--- config.mk ---
export PLATFORM = sky130hd
export DESIGN_NAME = legup_st_packet_channel_arbiter
export DESIGN_NICKNAME = d
export VERILOG_FILES = /design/src/rtl/legup_st_packet_channel_arbiter.sv
export SDC_FILE = /design/constraint.sdc
export NUM_CORES = 1
export LEC_CHECK = 0
export ABC_CLOCK_PERIOD_IN_PS = 4300
export CAP_MARGIN = 20
export CORE_MARGIN = 2
export CORE_UTILIZATION = 41
export DETAILED_ROUTE_END_ITERATION = 8
export MAX_ROUTING_LAYER = met4
export PLACE_DENSITY = 0.86
export SETUP_SLACK_MARGIN = 0.3
export SYNTH_ARGS = -nofsm -noshare
export SYNTH_HDL_FRONTEND = slang
export SYNTH_SLANG_ARGS = --single-unit
--- constraint.sdc ---
create_clock -name clk -period 4.3 [get_ports clk]
set_clock_uncertainty 0.2 [all_clocks]
set_input_delay 0.86 -clock clk [delete_from_list [all_inputs] [get_ports clk]]
set_output_delay 0.86 -clock clk [all_outputs]
set_load 0.1 [all_outputs]
--- src/rtl/legup_st_packet_channel_arbiter.sv ---
// Packet-level round-robin arbiter: locks one Avalon-ST source for a whole packet
// and tags each registered output beat with the granted source index.
module legup_st_packet_channel_arbiter #(
  parameter int NUM_IN    = 4,
  parameter int DATA_W    = 8,
  parameter int CHANNEL_W = 8
) (
  input  logic                     clk,
  input  logic                     reset_n,
  input  logic [NUM_IN-1:0]        in_valid,
  output logic [NUM_IN-1:0]        in_ready,
  input  logic [NUM_IN*DATA_W-1:0] in_data,
  input  logic [NUM_IN-1:0]        in_startofpacket,
  input  logic [NUM_IN-1:0]        in_endofpacket,
  input  logic                     out_ready,
  output logic                     out_valid,
  output logic [DATA_W-1:0]        out_data,
  output logic                     out_startofpacket,
  output logic                     out_endofpacket,
  output logic [CHANNEL_W-1:0]     out_channel,
  output logic                     busy,
  output logic                     err_sop
);

  localparam int IDX_W = (NUM_IN > 1) ? $clog2(NUM_IN) : 1;

  typedef enum logic [0:0] {
    ST_IDLE   = 1'b0,
    ST_LOCKED = 1'b1
  } state_e;

  state_e              state_q, state_d;
  logic [IDX_W-1:0]    rr_ptr_q, rr_ptr_d;
  logic [IDX_W-1:0]    grant_q, grant_d;
  logic                first_q, first_d;
  logic                err_q, err_d;
  logic                out_valid_q, out_valid_d;
  logic [DATA_W-1:0]   out_data_q, out_data_d;
  logic                out_sop_q, out_sop_d;
  logic                out_eop_q, out_eop_d;
  logic [CHANNEL_W-1:0] out_chan_q, out_chan_d;

  logic [IDX_W:0]      cand_w_s;
  logic [IDX_W-1:0]    cand_s;
  logic [IDX_W-1:0]    pick_idx_s;
  logic                pick_found_s;
  logic                sel_valid_s;
  logic [DATA_W-1:0]   sel_data_s;
  logic                sel_sop_s;
  logic                sel_eop_s;
  logic                room_s;
  logic                accept_s;
  logic [IDX_W-1:0]    next_ptr_s;

  // Round-robin pick: scan from the highest offset down so the lowest offset
  // from rr_ptr is the final (winning) assignment.
  always_comb begin
    pick_idx_s   = '0;
    pick_found_s = 1'b0;
    cand_w_s     = '0;
    cand_s       = '0;
    for (int k = NUM_IN - 1; k >= 0; k--) begin
      cand_w_s = {1'b0, rr_ptr_q} + (IDX_W+1)'(k);
      if (cand_w_s >= (IDX_W+1)'(NUM_IN)) begin
        cand_w_s = cand_w_s - (IDX_W+1)'(NUM_IN);
      end else begin
        cand_w_s = cand_w_s;
      end
      cand_s       = cand_w_s[IDX_W-1:0];
      pick_idx_s   = in_valid[cand_s] ? cand_s : pick_idx_s;
      pick_found_s = pick_found_s | in_valid[cand_s];
    end
  end

  assign sel_valid_s = in_valid[grant_q];
  assign sel_data_s  = in_data[int'(grant_q)*DATA_W +: DATA_W];
  assign sel_sop_s   = in_startofpacket[grant_q];
  assign sel_eop_s   = in_endofpacket[grant_q];
  assign room_s      = ~out_valid_q | out_ready;
  assign next_ptr_s  = (grant_q == IDX_W'(NUM_IN - 1)) ? '0 : grant_q + IDX_W'(1);

  // Next-state, handshake and output-register load logic.
  always_comb begin
    state_d     = state_q;
    rr_ptr_d    = rr_ptr_q;
    grant_d     = grant_q;
    first_d     = first_q;
    err_d       = err_q;
    out_data_d  = out_data_q;
    out_sop_d   = out_sop_q;
    out_eop_d   = out_eop_q;
    out_chan_d  = out_chan_q;
    in_ready    = '0;
    accept_s    = 1'b0;

    if (out_valid_q && out_ready) begin
      out_valid_d = 1'b0;
    end else begin
      out_valid_d = out_valid_q;
    end

    case (state_q)
      ST_IDLE: begin
        if (pick_found_s) begin
          grant_d = pick_idx_s;
          first_d = 1'b1;
          state_d = ST_LOCKED;
        end else begin
          state_d = ST_IDLE;
        end
      end
      ST_LOCKED: begin
        in_ready[grant_q] = room_s;
        accept_s          = sel_valid_s & room_s;
        if (accept_s) begin
          out_valid_d = 1'b1;
          out_data_d  = sel_data_s;
          out_sop_d   = sel_sop_s;
          out_eop_d   = sel_eop_s;
          out_chan_d  = CHANNEL_W'(grant_q);
          first_d     = 1'b0;
          // Missing SOP on the first beat, or a stray SOP later, is sticky.
          err_d       = err_q | (first_q ^ sel_sop_s);
          if (sel_eop_s) begin
            state_d  = ST_IDLE;
            rr_ptr_d = next_ptr_s;
          end else begin
            state_d  = ST_LOCKED;
          end
        end else begin
          state_d = ST_LOCKED;
        end
      end
      default: begin
        state_d = ST_IDLE;
      end
    endcase
  end

  // State and output registers with synchronous active-low reset.
  always_ff @(posedge clk) begin
    if (!reset_n) begin
      state_q     <= ST_IDLE;
      rr_ptr_q    <= '0;
      grant_q     <= '0;
      first_q     <= 1'b0;
      err_q       <= 1'b0;
      out_valid_q <= 1'b0;
      out_data_q  <= '0;
      out_sop_q   <= 1'b0;
      out_eop_q   <= 1'b0;
      out_chan_q  <= '0;
    end else begin
      state_q     <= state_d;
      rr_ptr_q    <= rr_ptr_d;
      grant_q     <= grant_d;
      first_q     <= first_d;
      err_q       <= err_d;
      out_valid_q <= out_valid_d;
      out_data_q  <= out_data_d;
      out_sop_q   <= out_sop_d;
      out_eop_q   <= out_eop_d;
      out_chan_q  <= out_chan_d;
    end
  end

  assign out_valid         = out_valid_q;
  assign out_data          = out_data_q;
  assign out_startofpacket = out_sop_q;
  assign out_endofpacket   = out_eop_q;
  assign out_channel       = out_chan_q;
  assign busy              = (state_q == ST_LOCKED);
  assign err_sop           = err_q;

endmodule

==> metrics <==
Yosys cell types 34; WHS Endpoint err_sop; layout cells sized above 1 between 10% and 20%; Final Cycle Share 73.04%; Leakage approximately 0.78 nW; Worst Path Required around 3.2 ns; mux share of post-synthesis cell area roughly 30%; slowest CP cell clkdlybuf4s50_1; row cnt 20; largest family of logic cells by synthesized area multiplexers; final wirelength about 3100 um; Post-synth EDFFs 0; Area Growth Syn to Fin 48.25%; GRT overflow 0; Sw Share 40.33%; non-filler instance count after layout between 200 and 250; I/O Buffers 65; die width 59.33 um; Core Region just under 3000 sq um; fillcell total between 200 and 250; Antenna diodes 0; post-DR wirelength/cell approximately 15 um; nature of the critical path endpoint output pin; Psw about 220 uW; Mapped Area about 1300 sq um; worst min-delay path startpoint err_sop; CTS root buf clkbuf_4; Gate power share 45.3%; Ys Warns 0; largest area contributor in the netlist dfxtp_1; Clk pwr share 15.8%; Setup TNS Final 0 ns; Crit Path Category in2out; post-synthesis xor/xnor area fraction less than 1%; share of the synthesized area in the top cell type between 30% and 40%; crit path DAT between 2 and 2.5 ns; type of origin of the critical path primary input; FF-to-FF Start grant_q[0]; Post-CTS Hold Fix Bufs 0; max_cap viols 0; CTS tree done; VDD IR-drop max around 0.15 mV; Layout Nets 231; overall routing resource usage between 10% and 20%; Worst Reg-to-Reg Cells 5; Die Y around 59 um; DR iter-0 viols 51; status completed; unrepaired setup endpoints after global routing false; clk_lat worst skew around 0.30 ns; worst path bufs/invs 2; RR Endpoint out_data[1]; Power Density 290.6 nW/um^2; commonest cells in the netlist 20 x dfxtp_1, 17 x nor2_1, 11 x mux2i_1; CTS Buffer Depth 2; cell with the most instances after synthesis dfxtp_1; DRC viols 0; Reg clk slew, reported paths approximately 0.10 ns; CTS sink cnt 20; Worst path max stage delay roughly 0.46 ns; area share of fa/ha/maj cells after synthesis approximately 4.0%; top-level port count 72; Vias ~1100; largest cells by area after synthesis dfxtp_1 32%, mux4_2 14%, mux2i_1 8.8%; initial antenna violation count 0; Compound-Gate Fraction of Synth Area 7.777%; cells after synthesis between 100 and 150; setup violators final 0; Worst-Margin Slew between 0.9 and 1 ns; ys async rst share 0%; min-delay worst type reg2reg; Pint 322.7 uW; sequential power share between 30% and 40%; syn avg cell area 10.73 sq um; Post-CTS Setup Inserts 0; first-pass GRT wire length ~4600 um; placed cells ~210; drt first pass iters 4; Yosys reg bits 20; fmax approximately 320 MHz; Max Slew Vio Count 0; Antenna Nets Post-Route 0; CP Max Fanout 7; cell family with most CP delay buffers and inverters; largest net degree at the start of global routing 18; initial core utilization ~42%; Slew HR roughly a third; placer congestion estimate 0.7369; sequential area share after synthesis about a third; ys flop type dfxtp_1; Tmin final 3.141 ns; H-tree depth 1; worst hold path stage count 2; vias in the first global route 1037; simple-gate portion of the synthesized area 14.16%; Critical Path, Cell by Cell clkdlybuf4s50_1 -> nand2b_1 -> and3_1 -> buf_4; reg-to-reg slack, setup 2.12 ns; post-CTS sizing 0; DR vias/cell about 5.3; total die area between 3000 and 4000 sq um; CTS Buf Count 3; Fin. Hold Viols 0; dpl hpwl about 2500 um
==> per-layer routing <==
metal | vias to the layer above | routed length (um) | track usage [%]
met5 | - | 0 | -
met4 | 0 | 75 | 9.416
met3 | 7 | 396 | 6.332
met2 | 62 | 1524 | 31.08
met1 | 516 | 1131 | 18.19
li1 | 532 | - | -
==> cell type report <==
| type | count | area [sq um] | area share (%) |
|---|---|---|---|
| inverters | 6 | 22.52 | 1.210 |
| flip-flops and latches | 20 | 400.4 | 21.52 |
| multi-input cells | 83 | 725.7 | 39.00 |
| well taps | 33 | 41.29 | 2.219 |
| repair buffers | 66 | 648.1 | 34.84 |
| clock buffers | 3 | 22.52 | 1.210 |
==> registers in the layout, indices dropped and copies added, names as in the netlist <==
register / count
grant_q: 2
out_startofpacket: 1
err_sop: 1
busy: 1
out_endofpacket: 1
out_valid: 1
rr_ptr_q: 2
out_channel: 2
out_data: 8
first_q: 1
==> stage by stage <==
| step | setup WS, ns | hold WS, ns | instance area, sq um | total power, mW | util (%) |
|---|---|---|---|---|---|
| finish | 1.159 | 0.2838 | 1861 | 0.5407 | 62.48 |
| floorplan | 1.151 | 0.2497 | 1274 | 0.3942 | - |
| CTS | 1.166 | 0.2829 | 1861 | 0.5448 | 62.48 |
| detailed placement | 1.177 | 0.2629 | 1838 | 0.4594 | 61.72 |
| global placement | 1.239 | 0.2436 | 1838 | 0.4550 | 61.72 |
| global route | 1.105 | 0.3122 | 1861 | 0.5627 | 62.48 |
==> placed cells by master, fill, tap and decap left out, types with 2 or more instances in the layout <==
cell and instances:
and3_1 4, clkdlybuf4s50_1 61, conb_1 6, clkbuf_4 3, mux4_2 8, ha_1 4, nand2_1 3, mux4_1 3
a21o_1 2, inv_1 5, buf_4 5, mux2i_1 11, nand2b_1 3, nor2_1 17, nand3_1 2, dfxtp_1 20
o21ai_1 2, a21oi_1 6
==> worst max-delay path by stage <==
stage | from | endpoint | slack (ns) | depth (start not counted)
after floorplan | busy | in_ready[0] | 1.15 | 2
after global routing | busy | busy | 1.10 | 1
after global placement | out_ready | in_ready[2] | 1.24 | 4
after detailed placement | out_ready | in_ready[2] | 1.18 | 4
final | out_ready | in_ready[2] | 1.16 | 4
after CTS | out_ready | in_ready[2] | 1.17 | 4
==> power groups by stage <==
stage / logic (mW) / registers, mW / clock network (mW)
after floorplan: 0.114 / 0.280 / 0
after global placement: 0.241 / 0.214 / 0
after detailed placement: 0.245 / 0.215 / 0
after CTS: 0.246 / 0.210 / 0.0885
after global routing: 0.255 / 0.212 / 0.0956
final: 0.245 / 0.210 / 0.0855
==> worst min-delay path, delay by kind of cell, from the launching register on <==
| family | cells | cell delay, ns |
|---|---|---|
| compound gates | 1 | 0.06 |
| flops | 1 | 0.33 |
| simple gates | 1 | 0.06 |
==> logic make-up after synthesis <==
group,Yosys count
AND/OR/NAND/NOR,34
multiplexers,22
flip-flops,20
buffers and inverters,19
AO/OA/AOI/OAI,16
adder cells (fa/ha/maj),4
other,1
XOR/XNOR,1
Power figures use the tool's default switching activity.
